**config.mk**
```make
export PLATFORM = sky130hd
export DESIGN_NAME = reg_wr_arbiter_flat
export DESIGN_NICKNAME = d
export VERILOG_FILES = /design/src/rtl/reg_wr_arbiter_if.sv /design/src/rtl/reg_wr_arbiter.sv /design/src/flat_wrapper.sv
export SDC_FILE = /design/constraint.sdc
export NUM_CORES = 1
export LEC_CHECK = 0
export ABC_AREA = 1
export CAP_MARGIN = 30
export CORE_MARGIN = 2
export CORE_UTILIZATION = 40
export CTS_BUF_LIST = sky130_fd_sc_hd__clkbuf_4
export DETAILED_ROUTE_END_ITERATION = 12
export PLACE_DENSITY = 0.84
export SETUP_SLACK_MARGIN = 0.05
export SYNTH_ARGS = -nofsm -noshare
export SYNTH_HDL_FRONTEND = slang
export SYNTH_SLANG_ARGS = --single-unit
```
**constraint.sdc**
```tcl
create_clock -name clk -period 2.1 [get_ports clk]
set_clock_uncertainty 0.05 [all_clocks]
set_input_delay 0.525 -clock clk [delete_from_list [all_inputs] [get_ports clk]]
set_output_delay 0.525 -clock clk [all_outputs]
set_load 0.01 [all_outputs]
```
**src/rtl/reg_wr_arbiter_if.sv**
```systemverilog
// Handshake and bank-side signals of the register-bank write-port controller.
// slave: the controller; master: the requesters and bank driven from outside.
interface reg_wr_arbiter_if;
    logic        a_valid;
    logic [4:0]  a_addr;
    logic [31:0] a_data;
    logic        a_ready;
    logic        b_valid;
    logic [4:0]  b_addr;
    logic [31:0] b_data;
    logic        b_ready;
    logic        regwrite;
    logic        regdst;
    logic [4:0]  wa;
    logic [31:0] wd;
    logic        init_done;

    modport slave (
        input  a_valid, a_addr, a_data, b_valid, b_addr, b_data,
        output a_ready, b_ready, regwrite, regdst, wa, wd, init_done
    );

    modport master (
        output a_valid, a_addr, a_data, b_valid, b_addr, b_data,
        input  a_ready, b_ready, regwrite, regdst, wa, wd, init_done
    );
endinterface

```
**src/rtl/reg_wr_arbiter.sv**
```systemverilog
// Write-port controller for the 32x32 register bank: zeroes registers 1..31
// after reset, then round-robins the write port between requesters A and B.
module reg_wr_arbiter (
    input logic             clk,
    input logic             rst_n,
    reg_wr_arbiter_if.slave bus
);

    typedef enum logic {INIT, RUN} state_t;
    typedef enum logic {GRANT_A, GRANT_B} grant_t;

    state_t     state, state_next;
    grant_t     last_grant;
    logic [4:0] cnt;
    logic       grant_a, grant_b;
    logic       take_a, take_b;

    always_ff @(posedge clk or negedge rst_n) begin
        if (!rst_n) state <= INIT;
        else        state <= state_next;
    end

    always_comb begin
        state_next = state;
        if (state == INIT && cnt == 5'd31) state_next = RUN;
    end

    // On contention the requester that did not win last time gets the port.
    always_comb begin
        grant_a     = bus.a_valid & (~bus.b_valid | (last_grant == GRANT_B));
        grant_b     = bus.b_valid & (~bus.a_valid | (last_grant == GRANT_A));
        bus.a_ready = (state == RUN) & grant_a;
        bus.b_ready = (state == RUN) & grant_b;
    end

    assign bus.regdst = 1'b1;
    assign take_a     = bus.a_valid & bus.a_ready;
    assign take_b     = bus.b_valid & bus.b_ready;

    always_ff @(posedge clk or negedge rst_n) begin
        if (!rst_n) begin
            cnt           <= 5'd1;
            last_grant    <= GRANT_B;
            bus.regwrite  <= 1'b0;
            bus.wa        <= '0;
            bus.wd        <= '0;
            bus.init_done <= 1'b0;
        end else begin
            case (state)
                INIT: begin
                    bus.regwrite <= 1'b1;
                    bus.wa       <= cnt;
                    bus.wd       <= '0;
                    cnt          <= cnt + 5'd1;
                    if (cnt == 5'd31) bus.init_done <= 1'b1;
                end
                RUN: begin
                    // Address 0 completes the handshake but never reaches the bank.
                    if (take_a) begin
                        last_grant   <= GRANT_A;
                        bus.wa       <= bus.a_addr;
                        bus.wd       <= bus.a_data;
                        bus.regwrite <= |bus.a_addr;
                    end else if (take_b) begin
                        last_grant   <= GRANT_B;
                        bus.wa       <= bus.b_addr;
                        bus.wd       <= bus.b_data;
                        bus.regwrite <= |bus.b_addr;
                    end else begin
                        bus.regwrite <= 1'b0;
                    end
                end
                default: bus.regwrite <= 1'b0;
            endcase
        end
    end

endmodule

```
**src/flat_wrapper.sv**
```systemverilog
// flat-port wrapper written by rule: the top's interface ports become plain ports
module reg_wr_arbiter_flat 
  (clk, rst_n, bus_a_valid, bus_a_addr, bus_a_data, bus_b_valid, bus_b_addr, bus_b_data, bus_a_ready, bus_b_ready, bus_regwrite, bus_regdst, bus_wa, bus_wd, bus_init_done);
  reg_wr_arbiter_if bus_i ();
  input logic clk;
  input logic rst_n;
  input wire logic [$bits(bus_i.a_valid)-1:0] bus_a_valid;
  input wire logic [$bits(bus_i.a_addr)-1:0] bus_a_addr;
  input wire logic [$bits(bus_i.a_data)-1:0] bus_a_data;
  input wire logic [$bits(bus_i.b_valid)-1:0] bus_b_valid;
  input wire logic [$bits(bus_i.b_addr)-1:0] bus_b_addr;
  input wire logic [$bits(bus_i.b_data)-1:0] bus_b_data;
  output wire logic [$bits(bus_i.a_ready)-1:0] bus_a_ready;
  output wire logic [$bits(bus_i.b_ready)-1:0] bus_b_ready;
  output wire logic [$bits(bus_i.regwrite)-1:0] bus_regwrite;
  output wire logic [$bits(bus_i.regdst)-1:0] bus_regdst;
  output wire logic [$bits(bus_i.wa)-1:0] bus_wa;
  output wire logic [$bits(bus_i.wd)-1:0] bus_wd;
  output wire logic [$bits(bus_i.init_done)-1:0] bus_init_done;
  assign bus_i.a_valid = bus_a_valid;
  assign bus_i.a_addr = bus_a_addr;
  assign bus_i.a_data = bus_a_data;
  assign bus_i.b_valid = bus_b_valid;
  assign bus_i.b_addr = bus_b_addr;
  assign bus_i.b_data = bus_b_data;
  assign bus_a_ready = bus_i.a_ready;
  assign bus_b_ready = bus_i.b_ready;
  assign bus_regwrite = bus_i.regwrite;
  assign bus_regdst = bus_i.regdst;
  assign bus_wa = bus_i.wa;
  assign bus_wd = bus_i.wd;
  assign bus_init_done = bus_i.init_done;
  reg_wr_arbiter u_core (.clk(clk), .rst_n(rst_n), .bus(bus_i));
endmodule
```
==> impl_metrics.env <==
export IMPL_cts_root_buffer="clkbuf_4"
export IMPL_synth_edf_count=0
export IMPL_slew_headroom_pct=65.1
export IMPL_cp_slowest_stage_delay_ps=570
export IMPL_viasPerCell=5.01
export IMPL_routed_wirelength_um=6510
export IMPL_area_growth_pct=63.3
export IMPL_grt_overflow_total=0
export IMPL_cp_arrival_ps=1370
export IMPL_pin_count=120
export IMPL_hold_viol=0
export IMPL_drive_gt1_share_pct=8.21
export IMPL_path_clk_slew_ps=130
export IMPL_report_final_slew_viol_count=0
export IMPL_fin_crit_sh_pct=92.8
export IMPL_vias=2304
export IMPL_drc=0
export IMPL_synth_cells=267
export IMPL_drv_cap=0
export IMPL_yosysTopAreaCellShare_pct=50.0
export IMPL_synth_largest_area_cell="dfrtp_1"
export IMPL_numCtsBuffers=5
export IMPL_first_global_vias=2358
export IMPL_drt_iter0_markers=102
export IMPL_start_util_pct=41.9
export IMPL_fin_ws_ps=152
export IMPL_ys_flop_type="dfrtp_1"
export IMPL_endpoint_kind="output pin"
export IMPL_ys_warn_count=0
export IMPL_vdd_drop_max_mv=0.339
export IMPL_route_detailed_wl_per_inst_um=14.2
export IMPL_cts_hold_buffers=0
export IMPL_tightestPinTransition_ps=523
export IMPL_critical_path_class="reg2out"
export IMPL_ys_async_sr_fraction_pct=100
export IMPL_syn_area_um2=2150
export IMPL_die_area_um2=5990
export IMPL_syn_avg_cell_area_um2=8.06
export IMPL_antenna_left=0
export IMPL_antenna_cells=0
export IMPL_antenna_found_initial=0
export IMPL_placementRows=26
export IMPL_grt_max_degree=39
export IMPL_cpMaxStageDelayCell="dfstp_2"
export IMPL_ys_ff_latch=45
export IMPL_instances_no_fill=460
export IMPL_power_density_nw_per_um2=578
export IMPL_synth_seq_area_share_pct=52.4
export IMPL_synth_distinct_cells=25
export IMPL_final_area_um2=3520
export IMPL_outcome="completed"
export IMPL_period_minus_slack_ps=1950
export IMPL_rsz0062_at_grt="no"
export IMPL_firstDrtPassIters=6
export IMPL_gp_congestion=0.801
export IMPL_mostFrequentLayoutCell="clkdlybuf4s50_1"
export IMPL_clk_latency_ps=340
export IMPL_htreeDepth=2
export IMPL_clock_sinks=45
export IMPL_final_nets=469
export IMPL_rrSetupSlack_ps=520
export IMPL_fmax_mhz=513
export IMPL_startpoint_type="flip-flop"
export IMPL_synth_net_count=347
export IMPL_place_ws_ps=-294
export IMPL_layout_common_cells="clkdlybuf4s50_1, nand2_1, dfrtp_1"
export IMPL_crit_chain="inv_1 -> nand2_2 -> nand2_2 -> inv_2 -> clkdlybuf4s15_2"
export IMPL_port_buffers=118
export IMPL_crit_top_cell="nand2_2"
export IMPL_cp_max_fo=2
export IMPL_p_leak_nw=1.56
export IMPL_dieWidth_um=77.4
export IMPL_cts_tree="yes"
export IMPL_fp_dieH_um=77.4
export IMPL_min_path_type="in2async"
export IMPL_grt_pass1_wl_um=10800
export IMPL_grt_util_all_layers_pct=22.3
export IMPL_critical_path_required_ps=1520
export IMPL_clockBufferDepth=2
export IMPL_core_area_um2=5140
export IMPL_synthTopCellsByArea="dfrtp_1, nand2_1, o21ai_0, nor2_1, o21ai_1"
export IMPL_dpl_hpwl_um=4710
export IMPL_setup_viol=0
export IMPL_dpl_cell_count=451
export IMPL_postPlaceCellArea_um2=3450
[final timing paths]
kind	end	depth (start not counted)	startpoint
worst min-delay path	u_core.bus.wd[30]	1	rst_n
worst min register to register	u_core.cnt[3]	1	u_core.cnt[3]
worst max register to register	u_core.bus.wa[4]	8	u_core.last_grant
min in group clk	u_core.cnt[3]	1	u_core.cnt[3]
max in group asynchronous	u_core.last_grant	2	rst_n
worst max-delay path	bus_a_ready	5	u_core.last_grant
[critical path, delay by kind of cell (launching register included)]
kind	cells	cell delay, ps
buf+inv	3	320
simple gates	2	130
flops	1	570
[layer usage]
layer  up-vias  global-route usage, %  routed length (um)
met3        12                   6.51                 514
li1       1111                      -                   -
met5         -                      0                   0
met2        99                   38.3                3290
met1      1082                   27.3                2630
met4         0                   6.43                  82
[stage by stage]
step	utilization [%]	TNS, ps	power [mW]	hold WS [ps]
after floorplan	-	0	1.25	179
after global placement	67.1	-515	1.65	413
after detailed placement	67.1	-556	1.67	419
after CTS	68.3	0	2.05	88.6
after global routing	68.4	0	2.15	108
final	68.4	0	2.03	84.8
[sequential cells by signal, summed over array words and instances, names as in the netlist]
signal and flops:
u_core.bus.wa 5, u_core.last_grant 1, u_core.bus.init_done 1, u_core.cnt 5, u_core.bus.wd 32, u_core.bus.regwrite 1
[Yosys cell counts, types with 2 or more instances]
library cell  number
dfstp_2            2
inv_2              3
buf_4              6
o21ai_0           39
clkbuf_1           3
o21ai_1           27
inv_1             10
or2_2              2
a21oi_1            2
buf_2              4
ha_1               2
buf_6              2
dfrtp_1           43
nor2_1            37
nand2_1           66
nand3_1           10
[layout make-up]
class	instances	area, um^2
clock buffer	5	37.5
clock inverter	3	12.5
fill	441	1620
inverter	13	48.8
multi-input combinational	194	886
sequential	45	1130
tap	70	87.6
timing repair buffer	130	1320
[report_power, final]
group          switching (mW)  internal [mW]  total, mW
combinational           0.270          0.367      0.636
sequential             0.0493          0.960       1.01
clock                   0.265          0.122      0.387
[cell families (layout without fill, tap and decap cells)]
| group | Yosys count | count (layout) | share of synthesized area [%] |
|---|---|---|---|
| flops | 45 | 45 | 52.4 |
| xor+xnor | 2 | 2 | 0.814 |
| buf+inv | 28 | 151 | 6.86 |
| other cells | 1 | 1 | 0.174 |
| fa+ha+maj | 2 | 2 | 1.16 |
| simple gates | 118 | 118 | 21.7 |
| compound gates | 71 | 71 | 16.9 |
[repair_timing]
action	in CTS	in global routing
buffers inserted	1	0
gates cloned	0	0
pin swaps	1	0
endpoints found under the hold margin	0	0
setup endpoints to repair	3	2
gates resized for setup	7	6
Note: power is estimated with default switching activity, not from simulation.
